--- config.mk ---
export PLATFORM = sky130hd
export DESIGN_NAME = logic_op_arbiter
export DESIGN_NICKNAME = d
export VERILOG_FILES = /design/src/rtl/logic_op_pkg.sv /design/src/rtl/logic_unit.sv /design/src/rtl/logic_op_arbiter.sv
export SDC_FILE = /design/constraint.sdc
export NUM_CORES = 1
export LEC_CHECK = 0
export ABC_AREA = 1
export ABC_CLOCK_PERIOD_IN_PS = 3200
export CAP_MARGIN = 5
export CORE_MARGIN = 2
export CORE_UTILIZATION = 41
export CTS_BUF_LIST = sky130_fd_sc_hd__clkbuf_8
export DETAILED_ROUTE_END_ITERATION = 12
export GPL_ROUTABILITY_DRIVEN = 0
export PLACE_DENSITY = 0.89
export REMOVE_ABC_BUFFERS = 1
export SYNTH_ARGS = -nofsm -noshare
export SYNTH_HDL_FRONTEND = slang
export SYNTH_SLANG_ARGS = --single-unit
--- constraint.sdc ---
create_clock -name clk -period 3.2 [get_ports clk]
set_input_delay 0.32 -clock clk [delete_from_list [all_inputs] [get_ports clk]]
set_output_delay 0.32 -clock clk [all_outputs]
set_load 0.02 [all_outputs]
--- src/rtl/logic_op_pkg.sv ---
// Shared op-code constants and arbiter state encoding for the logic-op arbiter slice.
package logic_op_pkg;

  localparam logic [1:0] OP_AND = 2'b00;
  localparam logic [1:0] OP_OR  = 2'b01;
  localparam logic [1:0] OP_XOR = 2'b10;
  localparam logic [1:0] OP_NOR = 2'b11;

  typedef enum logic {
    ST_IDLE = 1'b0,
    ST_HOLD = 1'b1
  } state_e;

endpackage

--- src/rtl/logic_unit.sv ---
// Combinational bitwise op evaluator shared by both requesters.
// XOR/NOR are only built when LOGIC_OP_ARB_XOR_NOR_EN is defined; otherwise they flag err_o.
module logic_unit
  import logic_op_pkg::*;
#(
  parameter int WIDTH = 32
) (
  input  logic [1:0]       op_i,
  input  logic [WIDTH-1:0] a_i,
  input  logic [WIDTH-1:0] b_i,
  output logic [WIDTH-1:0] result_o,
  output logic             err_o
);

  always_comb begin
    result_o = '0;
    err_o    = 1'b0;
    case (op_i)
      OP_AND: result_o = a_i & b_i;
      OP_OR:  result_o = a_i | b_i;
`ifdef LOGIC_OP_ARB_XOR_NOR_EN
      OP_XOR: result_o = a_i ^ b_i;
      OP_NOR: result_o = ~(a_i | b_i);
`else
      OP_XOR, OP_NOR: err_o = 1'b1;
`endif
      default: ;
    endcase
  end

endmodule

--- src/rtl/logic_op_arbiter.sv ---
// Two-requester round-robin front end to a single registered logic unit.
// Optional XOR/NOR support is selected with LOGIC_OP_ARB_XOR_NOR_EN (see logic_unit).
module logic_op_arbiter
  import logic_op_pkg::*;
#(
  parameter int WIDTH = 32
) (
  input  logic             clk,
  input  logic             rst_n,
  input  logic             req0_valid,
  input  logic             req1_valid,
  output logic             req0_ready,
  output logic             req1_ready,
  input  logic [1:0]       req0_op,
  input  logic [1:0]       req1_op,
  input  logic [WIDTH-1:0] req0_a,
  input  logic [WIDTH-1:0] req0_b,
  input  logic [WIDTH-1:0] req1_a,
  input  logic [WIDTH-1:0] req1_b,
  output logic             resp_valid,
  input  logic             resp_ready,
  output logic [WIDTH-1:0] resp_data,
  output logic             resp_id,
  output logic             resp_err
);

  state_e           state_q, state_d;
  logic             lastGrant_q, lastGrant_d;
  logic [WIDTH-1:0] respData_q, respData_d;
  logic             respId_q, respId_d;
  logic             respErr_q, respErr_d;

  logic             accept;
  logic             grantId;
  logic             transfer;
  logic [1:0]       selOp;
  logic [WIDTH-1:0] selA, selB;
  logic [WIDTH-1:0] unitResult;
  logic             unitErr;

  // Reset masks accept so no handshake can complete in a reset cycle.
  always_comb begin
    accept = rst_n && ((state_q == ST_IDLE) || resp_ready);
    if (req0_valid && req1_valid) begin
      grantId = ~lastGrant_q;
    end else begin
      grantId = req1_valid;
    end
    req0_ready = accept && req0_valid && !grantId;
    req1_ready = accept && req1_valid && grantId;
    transfer   = req0_ready || req1_ready;
    selOp      = grantId ? req1_op : req0_op;
    selA       = grantId ? req1_a  : req0_a;
    selB       = grantId ? req1_b  : req0_b;
  end

  logic_unit #(
    .WIDTH(WIDTH)
  ) u_logic_unit (
    .op_i     (selOp),
    .a_i      (selA),
    .b_i      (selB),
    .result_o (unitResult),
    .err_o    (unitErr)
  );

  always_comb begin
    state_d     = state_q;
    lastGrant_d = lastGrant_q;
    respData_d  = respData_q;
    respId_d    = respId_q;
    respErr_d   = respErr_q;
    case (state_q)
      ST_IDLE: if (transfer) state_d = ST_HOLD;
      ST_HOLD: if (resp_ready && !transfer) state_d = ST_IDLE;
      default: state_d = ST_IDLE;
    endcase
    if (transfer) begin
      lastGrant_d = grantId;
      respData_d  = unitResult;
      respId_d    = grantId;
      respErr_d   = unitErr;
    end
  end

  // lastGrant resets to 1 so requester 0 wins the first contention.
  always_ff @(posedge clk) begin
    if (!rst_n) begin
      state_q     <= ST_IDLE;
      lastGrant_q <= 1'b1;
      respData_q  <= '0;
      respId_q    <= 1'b0;
      respErr_q   <= 1'b0;
    end else begin
      state_q     <= state_d;
      lastGrant_q <= lastGrant_d;
      respData_q  <= respData_d;
      respId_q    <= respId_d;
      respErr_q   <= respErr_d;
    end
  end

  assign resp_valid = (state_q == ST_HOLD);
  assign resp_data  = respData_q;
  assign resp_id    = respId_q;
  assign resp_err   = respErr_q;

endmodule

## Word-level counts from Yosys, hierarchy flattened

Index checks and enable logic that the tools add are counted.

- Reduce and logical (&&, ||, !) cells: 13
- Muxes and demuxes: 9
- Bitwise logic cells: 4
- Eq/ne operators: 3

Operator list:

| cell | count |
|---|---|
| two-way mux 32 bit | 2 |
| case mux 32 bit (2 select lines) | 1 |
| AND 32 bit | 1 |
| OR 32 bit | 1 |
| logical AND 1 bit | 7 |
| equality test 2 bit (second input constant) | 2 |
| two-way mux 1 bit | 4 |
| equality test 2 x 1 -> 1 bit (second input constant) | 1 |
| zero test 1 bit | 2 |
| zero test 2 bit | 1 |
| logical OR 1 bit | 2 |
| two-way mux 2 bit | 1 |
| NOT 1 bit | 2 |
| case mux 1 bit (2 select lines) | 1 |
| OR reduction 2 bit | 1 |

- Input bits: 137
- Register bits after elaboration: 36
- Output and inout port bits: 37
- Word-level logic and storage cells: 34

## Logic depth before layout (Yosys ltp)

Gate-level depths: netlist of run 1.

- Depth after elaboration: 10
- Gate-level depth with buffers: 11
- Depth with buffers taken out: 9

## Modules after synthesis

A second synthesis of run 1 with hierarchy kept.

- Cells, all modules: 708
- Area total of the unflattened synthesis: 3,364.5 um^2

Modules (own cells, without submodules):

| module | times used | area each (um^2) | cells each | seq. area each (um^2) |
|---|---|---|---|---|
| logic_op_arbiter | 1 | 2,308.5 | 442 | 720.7 |
| logic_unit | 1 | 1,056.0 | 266 | 0.0 |

## Worst setup path before layout of run 1

No wires, ideal clock.

- Path type: input to output
- From: in req1_valid
- To: out req0_ready
- Cell stages on the path: 6
- Data arrival time: 1.395 ns
- Path slack: 1.485 ns
- Path buffers: 3
- Required time: 2.880 ns
- Cells stage by stage: buf_2 nand2_4 buf_6 inv_2 buf_2 nor3_1

- Longest elaborated chain between the ends: 4

Ends and longest elaborated chain:

| what | RTL line | RTL |
|---|---|---|
| from (decl) | logic_op_arbiter.sv:11 | `input logic req1_valid,` |
| logical AND 1 bit | logic_op_arbiter.sv:44 | `if (req0_valid && req1_valid) begin` |
| two-way mux 1 bit * | logic_op_arbiter.sv:44 |  |
| zero test 1 bit * | logic_op_arbiter.sv:49 | `req0_ready = accept && req0_valid && !grantId;` |
| logical AND 1 bit * | logic_op_arbiter.sv:49 |  |
| to (decl) | logic_op_arbiter.sv:12 | `output logic req0_ready,` |

Every way passes the cells marked *; elsewhere a longest branch is shown, timed or not.

## Worst setup path after layout of run 1

- From: in req0_valid
- To: out req0_ready

- Longest elaborated chain between the ends: 4
- Elaborated cells on any way between the ends: 5
- Classes of those cells: mux (1); reduce/logical (4)

Ends and longest elaborated chain:

| what | RTL line | RTL |
|---|---|---|
| from (decl) | logic_op_arbiter.sv:10 | `input logic req0_valid,` |
| logical AND 1 bit | logic_op_arbiter.sv:44 |  |
| two-way mux 1 bit | logic_op_arbiter.sv:44 |  |
| zero test 1 bit | logic_op_arbiter.sv:49 |  |
| logical AND 1 bit * | logic_op_arbiter.sv:49 |  |

Marks and branches as above.

==> reports/metrics.yaml, run 1 <==
coreArea_sq_um: 6390
grt_max_degree: 62
p_sw_w: 0.000432
hold_buffers: 0
first_pass_iters: 5
synth_area_leaders: "dfxtp_1 26%, nand2_1 24%, nor2_1 18%"
yosysWarnings: 0
synth_area_per_cell_sq_um: 5.49
cts_tree: "done"
ctsResizeCount: 0
drt_drc_violations_left: 0
synth_adder_area_share_pct: 0
cts_setup_buffers: 0
worst_pin_slew_ns: 0.962
setup_violations: 0
seq_area_sq_um: 721
drt_wl_total_mm: 9.16
clkTransAtPathRegs_ns: 0.07
drtIter0Drc: 102
clkPwrFrac_pct: 27.3
placed_area_sq_um: 4370
async_flop_share_pct: 0
required_ns: 2.88
ys_types: 19
run_status: "finished, final reports clean"
syn_inst: 497
power_density_nw_per_um2: 314
synth_flop_cell: "dfxtp_1"
syn_area_sq_um: 2730
cts-root-buf: "clkbuf_8"
power_leakage_nw: 1.93
fin_setup_tns_ns: 0
num_vias: 3561
p_total_w: 0.00140
ios: 174
antenna_found_initial: 0
start_util_pct: 42.7
wl_per_cell_um: 12.6
arrival_ns: 2.15
p_int_w: 0.000972
die_y_um: 85.6
synth_largest_area_cell: "dfxtp_1"
rsz0062_at_grt: "no"
worstPathMaxFanout: 34
first_global_vias: 3364
multi_input_area_sq_um: 1730
pre_cts_ws_ns: 0.704
clkSinkCount: 36
ys_seq_elements: 36
fin_skew_ns: 0.00750
peakVddDrop_uv: 167
numCtsBuffers: 5
clock_latency_ns: 0.28
setup_slack_ns: 0.733
clock_path_buffers: 2
io_buffers: 173
grt_pass1_wl_mm: 14.4
stdcell_area_sq_um: 4480
synth_top_family_by_area: "simple AND/OR/NAND/NOR gates"
fp.dieArea_sq_um: 7320
ys_seq_area_share_pct: 26.4
synth_top_area_share_pct: 26.4
viasPerCell: 4.90
report.final.slew_viol_count: 0
synthXorXnorAreaFrac_pct: 0
hold_violations: 0
max_freq_mhz: 405
ant_nets: 0
htree_levels: 2
dp_hpwl_mm: 6.79
synth_compound_area_share_pct: 13.1
area_growth_syn_to_layout_pct: 64.0
rows: 29
p_comb_share_pct: 38.3
synth-simple-area-share_pct: 50.2
period_minus_slack_ns: 2.47
final_nets: 786
track_usage_pct: 23.6
synth.area.mux_share_pct: 0
switching_share_pct: 30.8
final_layout_size_suffix_gt1_share_pct: 3.08
grt_overflow_total: 0
fillers: 555
fin_crit_sh_pct: 77.1
synth-edff-count: 0
cp-start-kind: "input pin"
maxCapViolations: 0
slew_headroom_pct: 35.8
antenna_cells: 0
crit_path_end_kind: "primary output"
min_path_type: "flop to flop"
pwr-share-seq_pct: 34.3
die_width_um: 85.6
crit_type: "input pin to primary output"
==> layout make-up <==
cell class | count | share of cell area [%]
well taps | 77 | 2.15
clock buffers | 5 | 1.54
flip-flops and latches | 36 | 16.1
inverters | 15 | 1.26
repair buffers | 178 | 39.5
clock inverters | 3 | 0.867
multi-input cells | 413 | 38.6
==> per-layer routing <==
metal	vias to the layer above	GRT usage [%]	wire length, um
met1	1541	24.5	3590
li1	1859	-	-
met3	23	4.23	594
met4	0	7.50	214
met2	138	47.3	4770
met5	-	0	0
==> final timing paths <==
kind                 start             to  slack, ns  cells past startpoint
max             req0_valid     req0_ready       0.73                      6
max reg2reg    lastGrant_q  resp_data[24]       1.21                      8
min          resp_data[12]  resp_data[12]       0.47                      2
min reg2reg  resp_data[12]  resp_data[12]       0.47                      2
==> cell usage after synthesis, types with 2 or more instances <==
library cell and count:
a21oi_1 32, buf_1 3, buf_2 7, buf_4 3, buf_6 11, clkbuf_1 9
dfxtp_1 36, inv_1 14, nand2_1 171, nand2_2 4, nand2_4 2, nand3_1 35
nand3b_1 2, nor2_1 129, o21ai_0 6, o21ai_1 30
==> state kept, by name (all words and copies together) (netlist names) <==
register     flops
resp_err         1
resp_valid       1
lastGrant_q      1
resp_data       32
resp_id          1
==> critical path: stages <==
cell and delay (ns):
clkdlybuf4s50_1 0.51, nand2_2 0.09, nand2_4 0.29, inv_2 0.08, nor3_1 0.19, clkdlybuf4s50_1 0.64
==> cell usage in the layout (no fill, tap or decap) <==
cell	synthesis	layout
nand2_1	171	171
inv_2	1	1
nor3_1	1	1
clkbuf_8	0	5
a21oi_1	32	32
o21ai_1	30	30
nand2_4	2	2
nand3_1	35	35
bufinv_16	0	1
a21oi_4	1	1
clkdlybuf4s50_1	0	173
nand3b_1	2	2
nor2_1	129	129
inv_1	14	15
dfxtp_1	36	36
o21ai_0	6	6
buf_4	3	5
nand2_2	4	4
clkinv_2	0	1
==> through the flow <==
step / cells / utilization [%] / hold WS, ns
after global routing: 727 / 70.1 / 0.485
after global placement: 719 / 68.4 / 0.450
final: 727 / 70.1 / 0.465
after detailed placement: 719 / 68.4 / 0.455
after floorplan: 464 / - / 0.404
after CTS: 727 / 70.1 / 0.466
==> power by group through the flow <==
stage                     clock, W  sequential (W)  combinational [W]
after CTS                 0.000394        0.000482           0.000539
after global routing      0.000408        0.000484           0.000594
after global placement           0        0.000492           0.000524
after floorplan                  0        0.000519           0.000226
final                     0.000384        0.000482           0.000538
after detailed placement         0        0.000492           0.000536
==> cells by family after synthesis <==
family | after synthesis
simple gates | 344
buf+inv | 48
flops | 36
compound gates | 69
(Power assumes the default switching activity.)
==> run 2, diff against run 1 <==
--- a/config.mk
+++ b/config.mk
@@ -6,14 +6,14 @@
 export NUM_CORES = 1
 export LEC_CHECK = 0
 export ABC_AREA = 1
-export ABC_CLOCK_PERIOD_IN_PS = 3200
+export ABC_CLOCK_PERIOD_IN_PS = 2300
 export CAP_MARGIN = 5
 export CORE_MARGIN = 2
-export CORE_UTILIZATION = 41
+export CORE_UTILIZATION = 38
 export CTS_BUF_LIST = sky130_fd_sc_hd__clkbuf_8
 export DETAILED_ROUTE_END_ITERATION = 12
 export GPL_ROUTABILITY_DRIVEN = 0
-export PLACE_DENSITY = 0.89
+export PLACE_DENSITY = 0.83
 export REMOVE_ABC_BUFFERS = 1
 export SYNTH_ARGS = -nofsm -noshare
 export SYNTH_HDL_FRONTEND = slang
==> constraint.sdc (replaced) <==
create_clock -name clk -period 2.3 [get_ports clk]
set_input_delay 0.23 -clock clk [delete_from_list [all_inputs] [get_ports clk]]
set_output_delay 0.23 -clock clk [all_outputs]
set_load 0.02 [all_outputs]
==> reports/metrics.yaml, run 2 (synthesis gave the netlist of run 1 again) <==
run_status: "finished, final reports clean"  # unchanged
wl_met1_mm: 3.82  # was 3.59 mm
track_usage_pct: 23.2  # was 23.6%
dp_hpwl_mm: 7.05  # was 6.79 mm
antenna_found_initial: 0  # unchanged
r2r_slack_ns: 0.50  # was 1.21 ns
clkTransAtPathRegs_ns: 0.07  # about the same
critPathMaxStageDelay_ns: 0.66  # was 0.64 ns
maxCapViolations: 0  # unchanged
wl_per_cell_um: 12.6  # about the same
slew_headroom_pct: 58.1  # was 35.8%
hold_buffers: 0  # unchanged
ant_nets: 0  # unchanged
cp_cell_sequence: "clkdlybuf4s50_1 > nand2_2 > nand2_4 > inv_2 > nor3_1 > clkdlybuf4s50_1"  # unchanged
mostFrequentLayoutCell: "clkdlybuf4s50_1"  # unchanged
clkSinkCount: 36  # unchanged
holdCritStartpoint: "resp_data[19]"  # was resp_data[12]
min_path_type: "flop to flop"  # unchanged
die_y_um: 88.7  # was 85.6 um
grt_max_degree: 39  # was 62
rsz0062_at_grt: "no"  # unchanged
cts_setup_buffers: 0  # unchanged
hold_violations: 0  # unchanged
num_vias: 3671  # was 3561
dr_wl_met3_um: 678  # was 594 um
final_layout_size_suffix_gt1_share_pct: 4.12  # was 3.08%
setup_violations: 0  # unchanged
area_growth_syn_to_layout_pct: 68.1  # was 64.0%
reg2reg_depth: 10  # was 8
viasPerCell: 4.88  # was 4.90
worstPathMaxFanout: 5  # was 34
seq_area_sq_um: 721  # unchanged
clock_path_buffers: 2  # unchanged
largest_reg_flops: 32  # unchanged
final_nets: 792  # was 786
final_cell_mix: "173 x clkdlybuf4s50_1, 171 x nand2_1, 129 x nor2_1"  # unchanged
required_ns: 2.07  # was 2.88 ns
hold-path-endpoint: "resp_data[19]"  # was resp_data[12]
max_freq_mhz: 473
fin_skew_ns: 0.00431  # was 0.00750 ns
start_util_pct: 39.7  # was 42.7%
fin_crit_sh_pct: 91.9
crit_type: "input pin to primary output"  # unchanged
crit_path_frequent_cell: "clkdlybuf4s50_1"  # unchanged
switching_share_pct: 30.1  # was 30.8%
fin_util_pct: 66.8  # was 70.1%
fillers: 621  # was 555
io_buffers: 173  # unchanged
pwr-share-seq_pct: 32.7  # was 34.3%
coreArea_sq_um: 6870  # was 6390 sq um
critPathSlowestCell: "clkdlybuf4s50_1"  # unchanged
p_sw_w: 0.000617  # was 0.000432 W
grt_overflow_total: 0  # unchanged
drt_wl_total_mm: 9.46  # was 9.16 mm
p_comb_share_pct: 37.8  # was 38.3%
rr_endpoint: "resp_data[27]"  # was resp_data[24]
power_density_nw_per_um2: 447  # was 314 nW/um^2
cts-root-buf: "clkbuf_8"  # unchanged
htree_levels: 2  # unchanged
clock_latency_ns: 0.28  # about the same
cp-start-kind: "input pin"  # unchanged
peakVddDrop_uv: 389  # was 167 uV
first_global_vias: 3517  # was 3364
period_minus_slack_ns: 2.11
numCtsBuffers: 5  # unchanged
arrival_ns: 1.88  # was 2.15 ns
cts_tree: "done"  # unchanged
fp.dieArea_sq_um: 7870  # was 7320 sq um
p_int_w: 0.00144  # was 0.000972 W
antenna_cells: 0  # unchanged
die_width_um: 88.7  # was 85.6 um
ctsResizeCount: 0  # unchanged
drtIter0Drc: 135  # was 102
grt_pass1_wl_mm: 14.7  # was 14.4 mm
fin_setup_tns_ns: 0  # unchanged
first_pass_iters: 4  # was 5
r2r_start: "lastGrant_q"  # unchanged
clkPwrFrac_pct: 29.4  # was 27.3%
crit_path_end_kind: "primary output"  # unchanged
rows: 30  # was 29
drt_drc_violations_left: 0  # unchanged
wl_met2_mm: 4.73  # was 4.77 mm
worst_pin_slew_ns: 0.626  # was 0.962 ns
holdPathStages: 2  # unchanged
power_leakage_nw: 1.97  # was 1.93 nW
report.final.slew_viol_count: 0  # unchanged
topRoutingLayerUsed: "met4"  # unchanged
ios: 174  # unchanged
multi_input_area_sq_um: 1730  # unchanged
==> run 2: cell types whose count changed in the layout (fill, tap and decap cells not counted), sizes merged <==
cell,before,now
clkbuf,5,7
clkinv,1,0
buf,5,11
inv,16,15
==> run 2: critical path: cells and delay by family <==
family	cells	cell delay, ns
buffers and inverters	3	1.21
and+or+nand+nor	3	0.44
==> run 2: routing by layer <==
layer  global-route usage, %  up-vias
met1                    24.9     1637
met4                    9.23        0
met3                    4.38       23
li1                        -     1868
met2                    44.2      143
met5                       0        -
==> run 2: stage by stage <==
stage	setup slack, ns	hold WS [ns]	area (sq um)	total power [W]	std cells
after floorplan	0.0593	0.314	2500	0.00104	464
after global placement	0.157	0.452	4460	0.00145	744
after detailed placement	0.126	0.454	4460	0.00146	744
after CTS	0.165	0.466	4590	0.00207	752
after global routing	0.0685	0.489	4590	0.00217	752
final	0.185	0.464	4590	0.00205	752
==> run 2: power groups by stage <==
| stage | logic, W | registers, W | clock network (W) |
|---|---|---|---|
| 2_1_floorplan | 0.000314 | 0.000722 | 0 |
| 3_3_place_gp | 0.000761 | 0.000684 | 0 |
| 3_5_place_dp | 0.000775 | 0.000685 | 0 |
| 4_1_cts | 0.000779 | 0.000671 | 0.000618 |
| 5_1_grt | 0.000856 | 0.000676 | 0.000639 |
| 6_report | 0.000777 | 0.000672 | 0.000604 |
==> run 2: how the worst max path moves through the flow <==
stage | from | end | depth (start not counted)
2_1_floorplan | lastGrant_q | resp_id | 5
3_3_place_gp | req0_valid | resp_data[17] | 11
3_5_place_dp | req0_valid | resp_data[16] | 11
4_1_cts | req0_valid | req0_ready | 6
5_1_grt | req0_valid | req0_ready | 6
6_report | req0_valid | req0_ready | 6
==> run 2: layout make-up <==
type                       instances  area share [%]
inverter                          15            1.23
multi-input combinational        413            37.6
timing repair buffer             184            40.1
clock inverter                     1           0.654
tap                               96            2.62
sequential                        36            15.7
clock buffer                       7            2.10
==> run 3, diff against run 2 <==
--- a/config.mk
+++ b/config.mk
@@ -13,6 +13,7 @@
 export CTS_BUF_LIST = sky130_fd_sc_hd__clkbuf_8
 export DETAILED_ROUTE_END_ITERATION = 12
 export GPL_ROUTABILITY_DRIVEN = 0
+export HOLD_SLACK_MARGIN = 0.03
 export PLACE_DENSITY = 0.83
 export REMOVE_ABC_BUFFERS = 1
 export SYNTH_ARGS = -nofsm -noshare
==> results of run 3 <==
Same layout as run 2: the final DEF is identical, and so are final timing and power.
